[src/rtl/split_sync_if.sv]
// Channel bundle for split_sync: e1of2 data and control inputs, three e1of2
// output channels with their enables, and the sticky protocol-error flag.
interface split_sync_if #(
    parameter int W = 11
);
    logic [2*W-1:0] in_d;
    logic           in_e;
    logic [3:0]     ctl_d;
    logic           ctl_e;
    logic [2*W-1:0] out0_d;
    logic [2*W-1:0] out1_d;
    logic [2*W-1:0] out2_d;
    logic           out0_e;
    logic           out1_e;
    logic           out2_e;
    logic           err;

    modport master (
        output in_d, ctl_d, out0_e, out1_e, out2_e,
        input  in_e, ctl_e, out0_d, out1_d, out2_d, err
    );

    modport slave (
        input  in_d, ctl_d, out0_e, out1_e, out2_e,
        output in_e, ctl_e, out0_d, out1_d, out2_d, err
    );
endinterface

[src/rtl/split_sync.sv]
// Clocked three-way split: one e1of2 data token is steered to out0/out1/out2
// according to a dual-rail control token, using the four-phase enable protocol.
module split_sync #(
    parameter int W = 11
) (
    input  logic        CLK,
    input  logic        _RESET,
    split_sync_if.slave bus
);

    typedef enum logic [2:0] {
        IDLE_PRE = 3'd0,
        IDLE     = 3'd1,
        ACK_IN   = 3'd2,
        SEND     = 3'd3,
        OUT_ACK  = 3'd4,
        OUT_RST  = 3'd5
    } state_t;

    function automatic logic data_valid(input logic [2*W-1:0] d);
        logic ok;
        ok = 1'b1;
        for (int i = 0; i < W; i++) begin
            ok = ok & (d[2*i] ^ d[2*i+1]);
        end
        return ok;
    endfunction

    function automatic logic data_illegal(input logic [2*W-1:0] d);
        logic bad;
        bad = 1'b0;
        for (int i = 0; i < W; i++) begin
            bad = bad | (d[2*i] & d[2*i+1]);
        end
        return bad;
    endfunction

    function automatic logic [W-1:0] data_decode(input logic [2*W-1:0] d);
        logic [W-1:0] b;
        b = '0;
        for (int i = 0; i < W; i++) begin
            b[i] = d[2*i+1];
        end
        return b;
    endfunction

    function automatic logic [2*W-1:0] data_encode(input logic [W-1:0] b);
        logic [2*W-1:0] d;
        d = '0;
        for (int i = 0; i < W; i++) begin
            d[2*i+1] = b[i];
            d[2*i]   = ~b[i];
        end
        return d;
    endfunction

    function automatic logic ctl_valid(input logic [3:0] c);
        return (c[0] ^ c[1]) & (c[2] ^ c[3]);
    endfunction

    function automatic logic ctl_illegal(input logic [3:0] c);
        return (c[0] & c[1]) | (c[2] & c[3]);
    endfunction

    function automatic logic [1:0] ctl_decode(input logic [3:0] c);
        return {c[3], c[1]};
    endfunction

    state_t         state_r;
    state_t         state_s;
    logic [W-1:0]   data_r;
    logic [W-1:0]   data_s;
    logic [1:0]     sel_r;
    logic [1:0]     sel_s;
    logic           err_r;
    logic           err_s;
    logic           en_r;
    logic           en_s;
    logic [2*W-1:0] out_r [3];
    logic [2*W-1:0] out_s [3];
    logic           sel_e_s;
    logic           load_s;
    logic [2*W-1:0] tok_s;
    logic           in_ok_s;
    logic           ctl_ok_s;
    logic           any_bad_s;
    logic           both_neutral_s;

    assign in_ok_s        = data_valid(bus.in_d);
    assign ctl_ok_s       = ctl_valid(bus.ctl_d);
    assign any_bad_s      = data_illegal(bus.in_d) | ctl_illegal(bus.ctl_d);
    assign both_neutral_s = (bus.in_d == '0) && (bus.ctl_d == 4'b0000);

    // Enable of the currently selected receiver; a value-3 select never reaches SEND.
    always_comb begin
        case (sel_r)
            2'd0:    sel_e_s = bus.out0_e;
            2'd1:    sel_e_s = bus.out1_e;
            2'd2:    sel_e_s = bus.out2_e;
            default: sel_e_s = 1'b0;
        endcase
    end

    // Next-state, capture, error and output-token logic.
    always_comb begin
        state_s = state_r;
        data_s  = data_r;
        sel_s   = sel_r;
        err_s   = err_r;
        load_s  = 1'b0;
        tok_s   = '0;
        case (state_r)
            IDLE_PRE: begin
                state_s = IDLE;
            end
            IDLE: begin
                if (any_bad_s) begin
                    err_s = 1'b1;
                end else begin
                    err_s = err_r;
                end
                // An illegal pair fails the one-hot test, so it can never capture.
                if (in_ok_s && ctl_ok_s) begin
                    data_s  = data_decode(bus.in_d);
                    sel_s   = ctl_decode(bus.ctl_d);
                    state_s = ACK_IN;
                end else begin
                    state_s = IDLE;
                end
            end
            ACK_IN: begin
                if (any_bad_s) begin
                    err_s = 1'b1;
                end else begin
                    err_s = err_r;
                end
                if (both_neutral_s) begin
                    if (sel_r == 2'd3) begin
                        err_s   = 1'b1;
                        state_s = IDLE;
                    end else begin
                        state_s = SEND;
                    end
                end else begin
                    state_s = ACK_IN;
                end
            end
            SEND: begin
                if (sel_e_s) begin
                    load_s  = 1'b1;
                    tok_s   = data_encode(data_r);
                    state_s = OUT_ACK;
                end else begin
                    state_s = SEND;
                end
            end
            OUT_ACK: begin
                if (!sel_e_s) begin
                    load_s  = 1'b1;
                    tok_s   = '0;
                    state_s = OUT_RST;
                end else begin
                    state_s = OUT_ACK;
                end
            end
            OUT_RST: begin
                if (sel_e_s) begin
                    state_s = IDLE;
                end else begin
                    state_s = OUT_RST;
                end
            end
            default: begin
                state_s = IDLE_PRE;
            end
        endcase

        for (int k = 0; k < 3; k++) begin
            if (load_s && (sel_r == 2'(k))) begin
                out_s[k] = tok_s;
            end else begin
                out_s[k] = out_r[k];
            end
        end
        en_s = (state_s == IDLE);
    end

    // State and registered outputs; reset abandons any token in flight.
    always_ff @(posedge CLK or negedge _RESET) begin
        if (!_RESET) begin
            state_r <= IDLE_PRE;
            data_r  <= '0;
            sel_r   <= 2'd0;
            err_r   <= 1'b0;
            en_r    <= 1'b0;
            out_r   <= '{default: '0};
        end else begin
            state_r <= state_s;
            data_r  <= data_s;
            sel_r   <= sel_s;
            err_r   <= err_s;
            en_r    <= en_s;
            out_r   <= out_s;
        end
    end

    assign bus.in_e   = en_r;
    assign bus.ctl_e  = en_r;
    assign bus.out0_d = out_r[0];
    assign bus.out1_d = out_r[1];
    assign bus.out2_d = out_r[2];
    assign bus.err    = err_r;

endmodule

[src/flat_wrapper.sv]
// flat-port wrapper written by rule: the top's interface ports become plain ports
module split_sync_flat 
#(
    parameter int W = 11
)
  (CLK, _RESET, bus_in_d, bus_ctl_d, bus_out0_e, bus_out1_e, bus_out2_e, bus_in_e, bus_ctl_e, bus_out0_d, bus_out1_d, bus_out2_d, bus_err);
  split_sync_if #(.W(W)) bus_i ();
  input  logic CLK;
  input  logic _RESET;
  input wire logic [$bits(bus_i.in_d)-1:0] bus_in_d;
  input wire logic [$bits(bus_i.ctl_d)-1:0] bus_ctl_d;
  input wire logic [$bits(bus_i.out0_e)-1:0] bus_out0_e;
  input wire logic [$bits(bus_i.out1_e)-1:0] bus_out1_e;
  input wire logic [$bits(bus_i.out2_e)-1:0] bus_out2_e;
  output wire logic [$bits(bus_i.in_e)-1:0] bus_in_e;
  output wire logic [$bits(bus_i.ctl_e)-1:0] bus_ctl_e;
  output wire logic [$bits(bus_i.out0_d)-1:0] bus_out0_d;
  output wire logic [$bits(bus_i.out1_d)-1:0] bus_out1_d;
  output wire logic [$bits(bus_i.out2_d)-1:0] bus_out2_d;
  output wire logic [$bits(bus_i.err)-1:0] bus_err;
  assign bus_i.in_d = bus_in_d;
  assign bus_i.ctl_d = bus_ctl_d;
  assign bus_i.out0_e = bus_out0_e;
  assign bus_i.out1_e = bus_out1_e;
  assign bus_i.out2_e = bus_out2_e;
  assign bus_in_e = bus_i.in_e;
  assign bus_ctl_e = bus_i.ctl_e;
  assign bus_out0_d = bus_i.out0_d;
  assign bus_out1_d = bus_i.out1_d;
  assign bus_out2_d = bus_i.out2_d;
  assign bus_err = bus_i.err;
  split_sync #(.W(W)) u_core (.CLK(CLK), ._RESET(_RESET), .bus(bus_i));
endmodule
[config.mk]
export PLATFORM = sky130hd
export DESIGN_NAME = split_sync_flat
export DESIGN_NICKNAME = d
export VERILOG_FILES = /design/src/rtl/split_sync_if.sv /design/src/rtl/split_sync.sv /design/src/flat_wrapper.sv
export SDC_FILE = /design/constraint.sdc
export NUM_CORES = 1
export LEC_CHECK = 0
export BUFFER_PORTS_ARGS = -buffer_cell sky130_fd_sc_hd__buf_2
export CORE_UTILIZATION = 40
export CTS_CLUSTER_SIZE = 25
export DETAILED_ROUTE_END_ITERATION = 8
export PLACE_DENSITY = 0.66
export SYNTH_ARGS = -nofsm -noshare
export SYNTH_HDL_FRONTEND = slang
export SYNTH_SLANG_ARGS = --single-unit
[constraint.sdc]
create_clock -name CLK -period 1.7 [get_ports CLK]
set_input_delay 0.085 -clock CLK [delete_from_list [all_inputs] [get_ports CLK]]
set_output_delay 0.085 -clock CLK [all_outputs]
set_load 0.03 [all_outputs]
### Yosys cells after proc, flatten, opt, wreduce, memory -nomap -nowiden

Cells that the tools add are included.

| word-level totals | value |
|---|---|
| bits in registers | 84 |
| latch bits | 0 |
| bits in writable memories | 0 |
| memory bits (read-only) | 0 |
| input port bits | 31 |
| output and inout bits | 69 |
| memories | 0 |

| cells by class | value |
|---|---|
| add/sub/neg operators | 0 |
| multipliers | 0 |
| divide/modulo/power cells | 0 |
| order comparisons | 0 |
| equality and inequality tests | 9 |
| shift-type cells | 0 |
| muxes and demuxes | 17 |
| bitwise operators | 60 |
| reductions and logical operators | 11 |

Operators by type and width:

| operator | number |
|---|---|
| 22-bit 2-to-1 mux | 2 |
| 1-bit AND | 24 |
| 22-bit logical NOT | 1 |
| 3-bit case mux with 6 select lines | 1 |
| 1-bit XOR | 13 |
| 1-bit bitwise OR | 12 |
| 1-bit NOT | 11 |
| 3-bit by 1-bit equality test with 1-bit output (second input constant) | 2 |
| 3-bit by 2-bit equality test with 1-bit output (second input constant) | 2 |
| 3-bit equality test (second input constant) | 2 |
| 1-bit 2-to-1 mux | 6 |
| 2-bit 2-to-1 mux | 3 |
| 3-bit 2-to-1 mux | 2 |
| 1-bit logical AND | 5 |
| 2-bit equality test (second input constant) | 2 |
| 4-bit logical NOT | 1 |
| 1-bit case mux with 2 select lines | 2 |
| 3-bit logical NOT | 1 |
| 1-bit case mux with 3 select lines | 1 |
| 2-bit by 1-bit equality test with 1-bit output (second input constant) | 1 |
| 2-bit logical NOT | 1 |
| 2-bit AND reduction | 1 |
| 2-bit nonzero test | 1 |

### Logic depth before layout (Yosys ltp)

Gate-level depths: netlist of the first run.

| logic depth | value |
|---|---|
| depth in word-level cells | 16 |
| mapped depth | 7 |
| gate-level depth less buffers | 6 |

### Worst setup path after synthesis of the first run

Ideal clock, no wire load.

| path | value |
|---|---|
| kind | register to register |
| from | register u_core.state_r[1] |
| to | register u_core.data_r[5] |
| data arrival time | 1638 ps |
| slack | -64 ps |
| stages on the path, launching flop included | 6 |
| path through | dfrtp_1 -> buf_6 -> nand4b_4 -> nor4_4 -> buf_6 -> mux2_4 |

| between the ends | value |
|---|---|
| cells in the longest elaborated chain, start to end | 2 |

Ends and longest elaborated chain:

| item | line | RTL |
|---|---|---|
| start, declared | split_sync.sv:69 | `state_t state_r;` |
| start signal, assigned | split_sync.sv:198 | `state_r <= state_s;` |
| 3-bit by 1-bit equality test with 1-bit output | split_sync.sv:112 | `case (state_r)` |
| 2-bit AND reduction (no line) | n/a |  |
| end signal, assigned | split_sync.sv:199 | `data_r <= data_s;` |
| end, declared | split_sync.sv:71 | `logic [W-1:0] data_r;` |

No other way between the ends.
A chain may end at the register's enable or synchronous reset.

### Worst setup path after layout of the first run

| path | value |
|---|---|
| from | register u_core.sel_r[1] |
| to | register u_core.out_r (netlist bit u_core.bus.out0_d[21]) |

| between the ends | value |
|---|---|
| cells in the longest elaborated chain, start to end | 5 |
| elaborated cells on any way between the ends | 10 |

Ends and longest elaborated chain:

| item | line | RTL |
|---|---|---|
| start, declared | split_sync.sv:73 | `logic [1:0] sel_r;` |
| start signal, assigned | split_sync.sv:200 | `sel_r <= sel_s;` |
| 2-bit equality test (tied with other cells) | split_sync.sv:96 | `case (sel_r)` |
| 1-bit case mux with 3 select lines | split_sync.sv:96 |  |
| 1-bit 2-to-1 mux (on tied branches) | split_sync.sv:158, split_sync.sv:149 |  |
| 1-bit case mux with 2 select lines | split_sync.sv:112 |  |
| 1-bit logical AND | split_sync.sv:179 | `if (load_s && (sel_r == 2'(k))) begin` |
| end signal, assigned | split_sync.sv:203 | `out_r <= out_s;` |
| end, declared | split_sync.sv:79 | `logic [2*W-1:0] out_r [3];` |

Several ways; a longest one is shown, not always the timed one.

==> results.sh, run 1 <==
export IMPL_yosys_warnings=0
export IMPL_syn_num_nets=346
export IMPL_ant_nets=0
export IMPL_crit_buf_inv=0
export IMPL_gr_usage_met2_pct=31.3
export IMPL_cts_made_buffers=9
export IMPL_wl_per_cell_um=19.0
export IMPL_post_dp_hpwl_um=7020
export IMPL_cpPeakStageDelay_ns=0.50
export IMPL_rsz0062_at_grt="yes"
export IMPL_crit_slowest_cell="o21ai_2"
export IMPL_clock_skew_ns=0.00890
export IMPL_root_buffer="clkbuf_8"
export IMPL_placed_cells=504
export IMPL_avgViaCountPerCell=5.44
export IMPL_status="complete, but fails checks"
export IMPL_period_needed_ns=1.73
export IMPL_drive_gt1_share_pct=39.6
export IMPL_io_pins=100
export IMPL_syn_cell_area_um2=3750
export IMPL_vias=2887
export IMPL_synth_area_per_cell_um2=13.0
export IMPL_cap_violations=0
export IMPL_grt_pass1_wl_um=15700
export IMPL_power_leakage_uw=0.00266
export IMPL_placed_area_um2=4520
export IMPL_grt_max_degree=46
export IMPL_crit_type="flop to flop"
export IMPL_worst_ir_drop_vdd_mv=0.324
export IMPL_grt_antenna_before_repair=0
export IMPL_dr_pass1_iters=4
export IMPL_cp_cell_sequence="mux2i_1 -> nor3_2 -> o21ai_2 -> a22o_1"
export IMPL_cts_tree="built"
export IMPL_die_w_um=98.8
export IMPL_tightest_slew_ns=0.581
export IMPL_post_route_drc_count=0
export IMPL_cts_buffer_depth=2
export IMPL_netlist_instances=289
export IMPL_ys_flop_type="dfrtp_1"
export IMPL_grt_pass1_vias=2878
export IMPL_use_met3_pct=3.90
export IMPL_fin_area_um2=4880
export IMPL_hold_class="input pin to flop"
export IMPL_io_buffers=99
export IMPL_arrival_ns=2.02
export IMPL_core_area_um2=8890
export IMPL_critPathRequiredTime_ns=1.99
export IMPL_cts_sinks=84
export IMPL_die_h_um=98.8
export IMPL_nets=474
export IMPL_syn_to_final_growth_pct=30.3
export IMPL_drt_iter0_markers=164
export IMPL_setup_tns_ns=-0.105
export IMPL_h_tree_depth=3
export IMPL_synth_edf_count=0
export IMPL_slew_headroom_pct=61.3
export IMPL_synth_cell_types=36
export IMPL_dieArea_um2=9760
export IMPL_grt_ovfl_total=0
export IMPL_yosys_area_top_type="dfrtp_1"
export IMPL_rows=34
export IMPL_synth_top_area_share_pct=56.1
export IMPL_synth_async_reset_ratio_pct=100
export IMPL_gr_max_usage_layer="met1"
export IMPL_setup_viol=11
export IMPL_power_density_nw_per_um2=825
export IMPL_violations="negative setup slack"
export IMPL_crit_path_end_kind="flop"
export IMPL_crit_family="compound AO/OA/AOI/OAI gates"
export IMPL_wl_um=10100
export IMPL_synth_top_cells_by_area="dfrtp_1 (56%), ha_1 (8.7%), a22o_1 (7.7%)"
export IMPL_whs_ns=0.0118
export IMPL_worstSetupStartpointType="flop"
export IMPL_clk_latency_ns=0.35
export IMPL_met1_usage_pct=31.3
export IMPL_slew_violations=0
export IMPL_critPathMaxFanout=11
export IMPL_grt_use_total_pct=21.3
export IMPL_cts_clk_slew_worst_paths_ns=0.08
export IMPL_hold_viol=0
export IMPL_layout_common_cells="buf_2 (98), dfrtp_1 (83), o2bb2ai_1 (33), a22o_1 (33), inv_1 (28)"
export IMPL_period_share_pct=102
export IMPL_worst_slack_ns=-0.0325
export IMPL_final_common_cell="buf_2"
export IMPL_start_util_pct=42.1
export IMPL_final_cells=531
export IMPL_max_freq_mhz=577
export IMPL_place_gp_congestion=0.879
export IMPL_ys_seq_elements=84
export IMPL_seq_area_frac_synth_pct=56.1
-- worst register-to-register path, delay by kind of cell (launching register included) --
kind | cells | cell delay, ns
mux | 1 | 0.40
compound gates | 2 | 0.72
simple gates | 1 | 0.16
flops | 1 | 0.39
-- through the flow --
step | total power, uW | util, % | setup slack (ns)
finish | 4030 | 54.9 | -0.0325
global route | 4170 | 54.9 | -0.100
CTS | 4070 | 54.5 | -0.00134
detailed placement | 2480 | 50.8 | -0.169
global placement | 2470 | 50.8 | -0.0637
floorplan | 2300 | - | -0.0538
-- path summary, 6_finish.rpt --
check / slack (ns) / depth (start not counted) / to / startpoint
max in group asynchronous: 0.78 / 3 / u_core.bus.out1_d[7] / _RESET
min in group asynchronous: 0.27 / 2 / u_core.bus.out1_d[6] / _RESET
hold / removal: 0.01 / 2 / u_core.data_r[4] / bus_in_d[9]
hold reg to reg: 0.49 / 1 / u_core.bus.out2_d[12] / u_core.bus.out2_d[12]
setup reg to reg: -0.03 / 4 / u_core.bus.out0_d[21] / u_core.sel_r[1]
setup / recovery: -0.03 / 4 / u_core.bus.out0_d[21] / u_core.sel_r[1]
-- power by group --
| group | switching [uW] | leakage, uW | total (uW) | internal, uW |
|---|---|---|---|---|
| Sequential | 29.7 | 0.00113 | 2070 | 2040 |
| Combinational | 233 | 0.00141 | 374 | 141 |
| Clock | 711 | 0.000114 | 1590 | 874 |
| Total | 974 | 0.00266 | 4030 | 3050 |
-- state kept, by name (all words and copies together), names as in the netlist --
name / flops
u_core.bus.ctl_e: 1
u_core.bus.err: 1
u_core.bus.out0_d: 22
u_core.bus.out1_d: 22
u_core.bus.out2_d: 22
u_core.data_r: 11
u_core.sel_r: 2
u_core.state_r: 3
-- what timing repair did --
action,4_1_cts,5_1_grt
resized for setup,2,8
hold buffers,3,0
setup buffers,4,1
setup endpoints to repair,29,80
hold endpoints to repair,43,0
cloned,1,1
-- logic make-up after synthesis --
logic type	synth area share, %
adder cells (fa/ha/maj)	8.68
AND/OR/NAND/NOR	6.94
buffers and inverters	5.34
multiplexers	4.37
AO/OA/AOI/OAI	18.6
flip-flops	56.1
-- per-layer routing --
metal  up-vias  routed length, um
met5         -                  0
met4         0                122
met3        14                621
met2       115               4520
met1      1427               4810
li1       1331                  -
-- layout make-up --
| class | count | area [um2] |
|---|---|---|
| diodes | 1 | 2.50 |
| inverters | 28 | 105 |
| flip-flops and latches | 84 | 2100 |
| multi-input cells | 162 | 1490 |
| fillers | 770 | 4010 |
| repair buffers | 132 | 821 |
| clock inverters | 5 | 82.6 |
| well taps | 108 | 135 |
| clock buffers | 11 | 141 |
-- cells in the mapped netlist (3+ instances only) --
master,number
ha_1,26
nand3_1,3
o2bb2ai_1,33
nor4_1,4
nand2b_1,3
mux2_4,5
inv_1,28
nand2_1,4
nor2_1,7
buf_2,7
nand3b_1,3
clkbuf_1,5
buf_6,3
a22o_1,33
a21oi_1,4
mux2_2,7
nand4_1,6
dfrtp_1,84
(Power assumes the default switching activity.)
==> inputs of run 2 (changes only) <==
--- a/config.mk
+++ b/config.mk
@@ -10,6 +10,7 @@
 export CTS_CLUSTER_SIZE = 25
 export DETAILED_ROUTE_END_ITERATION = 8
 export PLACE_DENSITY = 0.66
+export RECOVER_POWER = 100
 export SYNTH_ARGS = -nofsm -noshare
 export SYNTH_HDL_FRONTEND = slang
 export SYNTH_SLANG_ARGS = --single-unit
==> results.sh, run 2 (same netlist as run 1, synthesis figures left out) <==
export IMPL_power_density_nw_per_um2=843
export IMPL_cts_sinks=84
export IMPL_period_needed_ns=1.74
export IMPL_utilization_pct=53.6
export IMPL_avgViaCountPerCell=5.48
export IMPL_io_buffers=99
export IMPL_crit_slowest_cell="o21ai_2"
export IMPL_grt_antenna_before_repair=0
export IMPL_cts_tree="built"
export IMPL_nets=474
export IMPL_h_tree_depth=3
export IMPL_fillers=811
export IMPL_cp_cell_sequence="mux2i_1 -> nor3_2 -> o21ai_2 -> a22o_1"
export IMPL_rsz0062_at_grt="yes"
export IMPL_cts_buffer_depth=2
export IMPL_reg2regPathDepth=4
export IMPL_drive_gt1_share_pct=22.3
export IMPL_arrival_ns=2.03
export IMPL_final_common_cell="dfrtp_1"
export IMPL_grt_pass1_wl_um=15700
export IMPL_slew_headroom_pct=25.4
export IMPL_layout_common_cells="dfrtp_1 (84), clkbuf_1 (71), o2bb2ai_1 (33), a22o_1 (33), buf_2 (29)"
export IMPL_critPathRequiredTime_ns=1.99
export IMPL_core_area_um2=8890
export IMPL_grt_max_degree=46
export IMPL_die_w_um=98.8
export IMPL_wl_per_cell_um=19.3
export IMPL_worstSetupStartpointType="flop"
export IMPL_period_share_pct=102
export IMPL_worst_ir_drop_vdd_mv=0.314
export IMPL_num_antenna_cells=0
export IMPL_power_leakage_uw=0.00237
export IMPL_cpPeakStageDelay_ns=0.50
export IMPL_start_util_pct=42.1
export IMPL_place_gp_congestion=0.879
export IMPL_crit_path_end_kind="flop"
export IMPL_setup_viol=13
export IMPL_r2r_end="u_core.bus.out0_d[21]"
export IMPL_cts_clk_slew_worst_paths_ns=0.09
export IMPL_io_pins=100
export IMPL_root_buffer="clkbuf_8"
export IMPL_post_dp_hpwl_um=7020
export IMPL_dr_pass1_iters=4
export IMPL_critPathMaxFanout=11
export IMPL_ant_nets=0
export IMPL_drt_iter0_markers=162
export IMPL_crit_end="u_core.bus.out0_d[21]"
export IMPL_dieArea_um2=9760
export IMPL_clk_latency_ns=0.35
export IMPL_critPathLaunch="u_core.sel_r[1]"
export IMPL_rows=34
export IMPL_clock_skew_ns=0.00976
export IMPL_grt_use_total_pct=21.3
export IMPL_post_route_drc_count=0
export IMPL_cap_violations=0
export IMPL_grt_pass1_vias=2878
export IMPL_grt_ovfl_total=0
export IMPL_max_freq_mhz=575
export IMPL_cts_made_buffers=9
export IMPL_rr_startpoint="u_core.sel_r[1]"
export IMPL_hold_class="input pin to flop"
export IMPL_wl_um=10200
export IMPL_syn_to_final_growth_pct=27.2
export IMPL_vias=2904
export IMPL_status="complete, but fails checks"
export IMPL_r2r_slack_ns=-0.04
export IMPL_setup_tns_ns=-0.173
export IMPL_crit_type="flop to flop"
export IMPL_slew_violations=0
export IMPL_tightest_slew_ns=1.12
export IMPL_die_h_um=98.8
export IMPL_hold_viol=0
export IMPL_worst_slack_ns=-0.0389
export IMPL_violations="negative setup slack"
==> run 2: changes by cell type in the layout (fill, tap and decap cells not counted), sizes merged <==
cell,before,now
buf,128,54
clkbuf,12,86
diode,1,0
==> run 2: repair_timing <==
action	4_1_cts	5_1_grt
endpoints found under the setup margin	29	80
hold endpoints to repair	43	0
gates cloned	1	1
gates resized for setup	2	8
setup buffers	4	1
hold buffers	3	0
==> run 2: per-layer routing <==
layer	share of wire (%)	wire length, um	vias up	GRT usage (%)
li1	-	-	1325	-
met1	48	4950	1445	31.3
met2	45	4580	125	31.3
met3	5.7	587	9	3.90
met4	0.97	99	0	7.81
met5	0	0	-	0
==> run 2: area by class of cell <==
cell class / instances / area, um2 / area share (%)
Clock inverter: 5 / 82.6 / 1.73
Clock buffer: 11 / 141 / 2.97
Multi-Input combinational cell: 162 / 1480 / 31.0
Inverter: 28 / 105 / 2.20
Tap cell: 108 / 135 / 2.83
Sequential cell: 84 / 2100 / 44.1
Timing Repair Buffer: 132 / 723 / 15.2
==> run 2: power breakdown <==
group / internal [uW] / total (uW) / switching, uW
Clock: 874 / 1590 / 716
Combinational: 126 / 359 / 234
Sequential: 2040 / 2070 / 31.4
==> run 2: per-stage QoR <==
| stage | power [uW] | hold WS, ns | setup WS, ns | area (um2) | instances |
|---|---|---|---|---|---|
| 6_report | 4020 | 0.00849 | -0.0389 | 4770 | 530 |
| 5_1_grt | 4160 | 0.00416 | -0.100 | 4770 | 530 |
| 4_1_cts | 4070 | 0.000647 | -0.00134 | 4840 | 528 |
| 3_5_place_dp | 2480 | 0.124 | -0.169 | 4520 | 504 |
| 3_3_place_gp | 2470 | 0.111 | -0.0637 | 4520 | 504 |
| 2_1_floorplan | 2300 | -0.211 | -0.0538 | 3750 | 289 |
==> run 2: how the worst min path moves through the flow <==
stage                     depth (start not counted)        start              endpoint  slack, ns
final                                             2  bus_in_d[9]      u_core.data_r[4]      0.008
after CTS                                         2  bus_in_d[9]      u_core.data_r[4]     0.0006
after floorplan                                   0       _RESET      u_core.bus.ctl_e      -0.21
after global placement                            1       _RESET  u_core.bus.out1_d[6]       0.11
after global routing                              2  bus_in_d[9]      u_core.data_r[4]      0.004
after detailed placement                          1       _RESET  u_core.bus.out1_d[6]       0.12
==> run 2: worst max-delay path, delay by kind of cell, from the launching register on <==
family	cells	cell delay, ns
AO/OA/AOI/OAI	2	0.71
multiplexers	1	0.40
flip-flops	1	0.39
AND/OR/NAND/NOR	1	0.16
